$ cat config.mk
export PLATFORM = sky130hd
export DESIGN_NAME = fetch_decode_buffer_flat
export DESIGN_NICKNAME = d
export VERILOG_FILES = /design/src/rtl/fetch_decode_buffer_pkg.sv /design/src/rtl/fetch_decode_buffer_if.sv /design/src/rtl/fetch_decode_buffer_storage.sv /design/src/rtl/fetch_decode_buffer.sv /design/src/flat_wrapper.sv
export SDC_FILE = /design/constraint.sdc
export NUM_CORES = 1
export LEC_CHECK = 0
export ABC_AREA = 1
export CAP_MARGIN = 20
export CORE_ASPECT_RATIO = 1.2
export CORE_MARGIN = 2
export CORE_UTILIZATION = 55
export DETAILED_ROUTE_END_ITERATION = 12
export PLACE_DENSITY = 0.92
export SLEW_MARGIN = 20
export SYNTH_ARGS = -nofsm -noshare
export SYNTH_HDL_FRONTEND = slang
export SYNTH_SLANG_ARGS = --single-unit
export TNS_END_PERCENT = 5
$ cat constraint.sdc
create_clock -name clk -period 11.46 [get_ports clk]
set_input_delay 1.146 -clock clk [delete_from_list [all_inputs] [get_ports clk]]
set_output_delay 1.146 -clock clk [all_outputs]
set_load 0.005 [all_outputs]
$ cat src/rtl/fetch_decode_buffer_pkg.sv
// Shared fetch/decode types: packet struct, buffer FSM states, opcodes.
// Used by fetch_decode_buffer (optional FDB_BYPASS_EN) and the decoder.
package fetch_decode_buffer_pkg;

  typedef logic [31:0] fdb_word_t;

  typedef struct packed {
    fdb_word_t instr;
    fdb_word_t pc;
  } fetch_pkt_t;

  typedef enum logic {
    FDB_RUN,
    FDB_WAIT_REDIRECT
  } fdb_state_e;

  localparam logic [6:0] OPC_LUI    = 7'h37;
  localparam logic [6:0] OPC_AUIPC  = 7'h17;
  localparam logic [6:0] OPC_JAL    = 7'h6f;
  localparam logic [6:0] OPC_JALR   = 7'h67;
  localparam logic [6:0] OPC_BRANCH = 7'h63;
  localparam logic [6:0] OPC_LOAD   = 7'h03;
  localparam logic [6:0] OPC_STORE  = 7'h23;
  localparam logic [6:0] OPC_OPIMM  = 7'h13;
  localparam logic [6:0] OPC_OP     = 7'h33;

  function automatic logic [6:0] opcode_of(
    input fdb_word_t instr
  );
    return instr[6:0];
  endfunction

endpackage

$ cat src/rtl/fetch_decode_buffer_if.sv
// Fetch-side and decode-side handshakes of the instruction queue.
// master = surrounding pipeline, slave = the buffer.
interface fetch_decode_buffer_if
  import fetch_decode_buffer_pkg::*;
#(
  parameter int DEPTH = 4
);

  localparam int CW = $clog2(DEPTH) + 1;

  logic          i_fetch_valid;
  fdb_word_t     i_fetch_instr;
  fdb_word_t     i_fetch_pc;
  logic          o_fetch_ready;
  logic          o_dec_valid;
  fdb_word_t     o_dec_instr;
  fdb_word_t     o_dec_pc;
  logic          i_dec_ready;
  logic          i_flush;
  fdb_word_t     i_redirect_pc;
  logic [CW-1:0] o_count;

  modport master (
    output i_fetch_valid,
    output i_fetch_instr,
    output i_fetch_pc,
    input  o_fetch_ready,
    input  o_dec_valid,
    input  o_dec_instr,
    input  o_dec_pc,
    output i_dec_ready,
    output i_flush,
    output i_redirect_pc,
    input  o_count
  );

  modport slave (
    input  i_fetch_valid,
    input  i_fetch_instr,
    input  i_fetch_pc,
    output o_fetch_ready,
    output o_dec_valid,
    output o_dec_instr,
    output o_dec_pc,
    input  i_dec_ready,
    input  i_flush,
    input  i_redirect_pc,
    output o_count
  );

endinterface

$ cat src/rtl/fetch_decode_buffer_storage.sv
// fdb_storage: DEPTH x fetch_pkt_t register array,
// one write port, one async read port, data not reset.
module fdb_storage
  import fetch_decode_buffer_pkg::*;
#(
  parameter int DEPTH = 4,
  localparam int AW = $clog2(DEPTH)
) (
  input  logic          clk,
  input  logic          we,
  input  logic [AW-1:0] waddr,
  input  fetch_pkt_t    wdata,
  input  logic [AW-1:0] raddr,
  output fetch_pkt_t    rdata
);

  fetch_pkt_t mem [DEPTH];

  always_ff @(posedge clk) begin
    if (we) mem[waddr] <= wdata;
  end

  assign rdata = mem[raddr];

endmodule

$ cat src/rtl/fetch_decode_buffer.sv
// Fetch->decode instruction queue with flush/redirect filtering.
// Define FDB_BYPASS_EN for 0-cycle pass-through when empty.
module fetch_decode_buffer
  import fetch_decode_buffer_pkg::*;
#(
  parameter int DEPTH = 4
) (
  input logic                  clk,
  input logic                  rst_n,
  fetch_decode_buffer_if.slave bus
);

  localparam int AW = $clog2(DEPTH);
  localparam int CW = AW + 1;
  localparam logic [CW-1:0] FULL = CW'(DEPTH);

  fdb_state_e    state;
  logic [AW-1:0] wr_ptr;
  logic [AW-1:0] rd_ptr;
  logic [CW-1:0] count;
  fdb_word_t     redirect_pc_q;

  fetch_pkt_t head;
  fetch_pkt_t wr_pkt;
  logic running;
  logic has_data;
  logic match;
  logic push;
  logic pop;
  logic wr_en;
  logic bypass;

  assign running  = (state == FDB_RUN);
  assign has_data = (count != '0);
  assign match    = (bus.i_fetch_pc == redirect_pc_q);

  assign bus.o_fetch_ready = (count < FULL) & ~bus.i_flush;

  // While waiting for the redirect target, non-matching packets
  // are handshaken but never written.
  assign push = bus.i_fetch_valid & bus.o_fetch_ready
              & (running | match);

`ifdef FDB_BYPASS_EN
  assign bypass = push & running & ~has_data;
`else
  assign bypass = 1'b0;
`endif

  assign pop = has_data & running
             & bus.i_dec_ready & ~bus.i_flush;

  assign wr_en = push & ~(bypass & bus.i_dec_ready);

  assign wr_pkt = '{instr: bus.i_fetch_instr,
                    pc:    bus.i_fetch_pc};

  assign bus.o_dec_valid = (has_data & running) | bypass;

  always_comb begin
    bus.o_dec_instr = '0;
    bus.o_dec_pc    = '0;
    if (bypass) begin
      bus.o_dec_instr = bus.i_fetch_instr;
      bus.o_dec_pc    = bus.i_fetch_pc;
    end else if (bus.o_dec_valid) begin
      bus.o_dec_instr = head.instr;
      bus.o_dec_pc    = head.pc;
    end
  end

  assign bus.o_count = count;

  always_ff @(posedge clk or negedge rst_n) begin
    if (!rst_n) begin
      state         <= FDB_RUN;
      wr_ptr        <= '0;
      rd_ptr        <= '0;
      count         <= '0;
      redirect_pc_q <= '0;
    end else if (bus.i_flush) begin
      state         <= FDB_WAIT_REDIRECT;
      wr_ptr        <= '0;
      rd_ptr        <= '0;
      count         <= '0;
      redirect_pc_q <= bus.i_redirect_pc;
    end else begin
      if (wr_en) wr_ptr <= wr_ptr + 1'b1;
      if (pop)   rd_ptr <= rd_ptr + 1'b1;
      count <= count + CW'(wr_en) - CW'(pop);
      if (!running && push) state <= FDB_RUN;
    end
  end

  fdb_storage #(
    .DEPTH (DEPTH)
  ) u_storage (
    .clk   (clk),
    .we    (wr_en),
    .waddr (wr_ptr),
    .wdata (wr_pkt),
    .raddr (rd_ptr),
    .rdata (head)
  );

endmodule

$ cat src/flat_wrapper.sv
// flat-port wrapper written by rule: the top's interface ports become plain ports
module fetch_decode_buffer_flat import fetch_decode_buffer_pkg::*;
#(
  parameter int DEPTH = 4
)
  (clk, rst_n, bus_i_fetch_valid, bus_i_fetch_instr, bus_i_fetch_pc, bus_o_fetch_ready, bus_o_dec_valid, bus_o_dec_instr, bus_o_dec_pc, bus_i_dec_ready, bus_i_flush, bus_i_redirect_pc, bus_o_count);
  fetch_decode_buffer_if #(.DEPTH(DEPTH)) bus_i ();
  input logic clk;
  input logic rst_n;
  input wire logic [$bits(bus_i.i_fetch_valid)-1:0] bus_i_fetch_valid;
  input wire logic [$bits(bus_i.i_fetch_instr)-1:0] bus_i_fetch_instr;
  input wire logic [$bits(bus_i.i_fetch_pc)-1:0] bus_i_fetch_pc;
  output wire logic [$bits(bus_i.o_fetch_ready)-1:0] bus_o_fetch_ready;
  output wire logic [$bits(bus_i.o_dec_valid)-1:0] bus_o_dec_valid;
  output wire logic [$bits(bus_i.o_dec_instr)-1:0] bus_o_dec_instr;
  output wire logic [$bits(bus_i.o_dec_pc)-1:0] bus_o_dec_pc;
  input wire logic [$bits(bus_i.i_dec_ready)-1:0] bus_i_dec_ready;
  input wire logic [$bits(bus_i.i_flush)-1:0] bus_i_flush;
  input wire logic [$bits(bus_i.i_redirect_pc)-1:0] bus_i_redirect_pc;
  output wire logic [$bits(bus_i.o_count)-1:0] bus_o_count;
  assign bus_i.i_fetch_valid = bus_i_fetch_valid;
  assign bus_i.i_fetch_instr = bus_i_fetch_instr;
  assign bus_i.i_fetch_pc = bus_i_fetch_pc;
  assign bus_o_fetch_ready = bus_i.o_fetch_ready;
  assign bus_o_dec_valid = bus_i.o_dec_valid;
  assign bus_o_dec_instr = bus_i.o_dec_instr;
  assign bus_o_dec_pc = bus_i.o_dec_pc;
  assign bus_i.i_dec_ready = bus_i_dec_ready;
  assign bus_i.i_flush = bus_i_flush;
  assign bus_i.i_redirect_pc = bus_i_redirect_pc;
  assign bus_o_count = bus_i.o_count;
  fetch_decode_buffer #(.DEPTH(DEPTH)) u_core (.clk(clk), .rst_n(rst_n), .bus(bus_i));
endmodule
==> reports/results.tsv <==
stage	metric	value	unit
run_status	status	completed	
drt	wl	26900	um
timing	worstMarginPinSlew	1.04	ns
timing	finalCritPeriodShare	39.4	%
global_route	grt_pass1_vias	8295	
clock_tree	cts_root_buffer	clkbuf_16	
clock_tree	cts_sinks	296	
layout	post-route-util	68.5	%
logic_synthesis	syn-num-nets	1147	
setup_path	r2r_cells	10	
timing	slew_headroom	30.7	%
setup_path	start_kind	flop	
place	gp_congestion	0.763	
floorplan	core_area	0.0216	mm2
clock_tree	numCtsBuffers	26	
global_route	antenna_found_initial	1	
setup_path	reg2reg_to	u_core.u_storage.mem[3][42]$_DFFE_PP_	
floorplan	rows	59	
setup_path	r2r_start	u_core.redirect_pc_q[24]$_DFFE_PN0P_	
global_route	grt_start_max_net_pins	117	
place	place.detailed.hpwl	15800	um
timing	timing.fmax	221	MHz
timing	min_period	4.52	ns
logic_synthesis	avgSynthCellArea	11.6	um2
floorplan	start_util	55.7	%
pwr	cellPowerDensity	147	mW/mm2
clock_tree	clk_latency	0.53	ns
logic_synthesis	synth_cells	1039	
layout	areaGrowthSynthToFinish	22.8	%
logic_synthesis	synthesis.area	0.0120	mm2
floorplan	ioPinCount	170	
job	maxCapViolCount	0	
drt	vias	8117	
timing	finClkSkew	0.0160	ns
logic_synthesis	synth.most_common_cell	nor2_1	
setup_path	crit_arrival	3.37	ns
setup_path	worstSetupPathType	reg -> out	
logic_synthesis	synth_top_area_share	64.0	%
logic_synthesis	ys_warn_count	0	
logic_synthesis	synth_cell_types	23	
timing	setup_violations	0	
pwr	vdd_drop_max	0.122	mV
drt	drc	0	
logic_synthesis	ys_async_sr_fraction	13.5	%
logic_synthesis	synth_top_area_cell	edfxtp_1	
logic_synthesis	netlist_top_cells_count	nor2_1 (276), edfxtp_1 (256), o21ai_0 (138)	
setup_path	critPathRequiredTime	10.31	ns
clock_tree	tritoncts	done	
drt	viasPerCell	5.47	
logic_synthesis	ys_ff_latch	296	
global_route	grt_pass1_wl	42300	um
logic_synthesis	synthTopCellsByArea	edfxtp_1 (64%), nor2_1 (8.6%), dfrtp_1 (8.3%)	
min_path	hold_end	u_core.redirect_pc_q[6]$_DFFE_PN0P_	
setup_path	worstPathMaxFanout	116	
timing	holdWs	0.495	ns
clock_tree	clk_path_buf_depth	3	
drt	drtIter0Drc	801	
clock_tree	post_cts_buffers	0	
clock_tree	hold_buffers	0	
timing	setup_tns	0	ns
floorplan	fp.dieH	166	um
floorplan	die_area	0.0230	mm2
min_path	min_path_type	reg -> reg	
logic_synthesis	synth-edff-count	256	
clock_tree	htreeDepth	1	
global_route	track_usage	22.9	%
layout	drive_gt1_share	4.96	%
layout	fill_cells	1447	
drt	wire_per_inst	18.2	um
floorplan	dieWidth	139	um
layout	multi_input_area	0.00295	mm2
clock_tree	path_clk_slew	0.07	ns
logic_synthesis	synth_sequential_area_ratio	72.3	%
clock_tree	post_cts_resized	0	
drt	ant_nets	0	
global_route	overflow	0	
timing	grt_setup_unrepaired	no	
min_path	min-delay-start	u_core.redirect_pc_q[6]$_DFFE_PN0P_	
logic_synthesis	ys.flop_type	edfxtp_1	
layout	regArea	0.00869	mm2
timing	slew_violations	0	
setup_path	r2r_slack	8.73	ns
place	io_buffer_count	169	
drt	dr.pass1.iters	5	
setup_path	critPathCaptureType	output pin	
layout	finalNetCount	1297	
timing	hold_violations	0	
min_path	whs_path_depth	2	
pwr	leakagePower	5.32	nW
==> per-layer routing <==
metal / track usage, % / wire (um)
met5: 0 / 0
met4: 8.04 / 733
met3: 3.32 / 1840
met2: 40.8 / 14000
met1: 28.7 / 10400
==> critical path, stage by stage, from the launching register on <==
cell             delay (ns)
dfrtp_4                0.58
clkinv_2               0.19
buf_4                  0.78
o21ai_0                0.27
a21oi_1                0.34
clkdlybuf4s50_1        0.57
==> how the worst max path moves through the flow <==
stage / endpoint / from / slack [ns]
after CTS: bus_o_dec_pc[7] / u_core.rd_ptr[0]$_DFFE_PN0P_ / 6.99
after floorplan: u_core.u_storage.mem[0][0]$_DFFE_PP_ / bus_i_fetch_pc[4] / 6.51
after global routing: bus_o_dec_pc[7] / u_core.rd_ptr[0]$_DFFE_PN0P_ / 6.80
after global placement: u_core.u_storage.mem[1][56]$_DFFE_PP_ / bus_i_fetch_pc[8] / 7.52
after detailed placement: u_core.u_storage.mem[1][56]$_DFFE_PP_ / bus_i_fetch_pc[25] / 7.41
final: bus_o_dec_pc[7] / u_core.rd_ptr[0]$_DFFE_PN0P_ / 6.94
==> placed cells by master, fill, tap and decap left out, types with 8 or more instances in the layout <==
cell	count
buf_4	8
inv_1	31
dfrtp_1	38
nor2_1	272
nand2_1	132
clkdlybuf4s50_1	167
edfxtp_1	256
o21ai_0	138
a21oi_1	67
xnor2_1	23
clkbuf_16	27
==> layout make-up <==
type	instances	share of cell area (%)
inverter	34	0.873
clock buffer	35	4.85
clock inverter	13	1.13
tap	274	2.32
multi-input combinational	653	20.0
timing repair buffer	178	11.9
sequential	296	58.9
antenna	1	0.0170
==> registers in the layout, indices dropped and copies added, names as in the netlist <==
| register | flops |
|---|---|
| u_core.u_storage.mem | 256 |
| u_core.redirect_pc_q | 32 |
| u_core.bus.o_count | 3 |
| u_core.rd_ptr | 2 |
| u_core.wr_ptr | 2 |
| u_core.state | 1 |
==> logic make-up after synthesis <==
kind of cell | after synthesis | share of synthesized area [%]
XOR/XNOR | 24 | 1.75
flip-flops | 296 | 72.3
AND/OR/NAND/NOR | 415 | 13.1
buffers and inverters | 90 | 3.35
adder cells (fa/ha/maj) | 7 | 0.791
AO/OA/AOI/OAI | 207 | 8.65
==> through the flow <==
| stage | cells | worst slack [ns] | total power [W] | instance area (um2) |
|---|---|---|---|---|
| CTS | 1483 | 6.99 | 0.00218 | 14700 |
| floorplan | 1039 | 6.51 | 0.00124 | 12000 |
| global placement | 1435 | 7.52 | 0.00129 | 13900 |
| global route | 1484 | 6.80 | 0.00223 | 14800 |
| finish | 1484 | 6.94 | 0.00217 | 14800 |
| detailed placement | 1435 | 7.41 | 0.00130 | 13900 |
==> power breakdown <==
part / switching, W / internal (W) / total [W]
Combinational: 0.0000411 / 0.0000453 / 0.0000864
Clock: 0.000369 / 0.000528 / 0.000897
Sequential: 0.00000734 / 0.00118 / 0.00119
No activity file was read; power rests on OpenSTA's default activity.
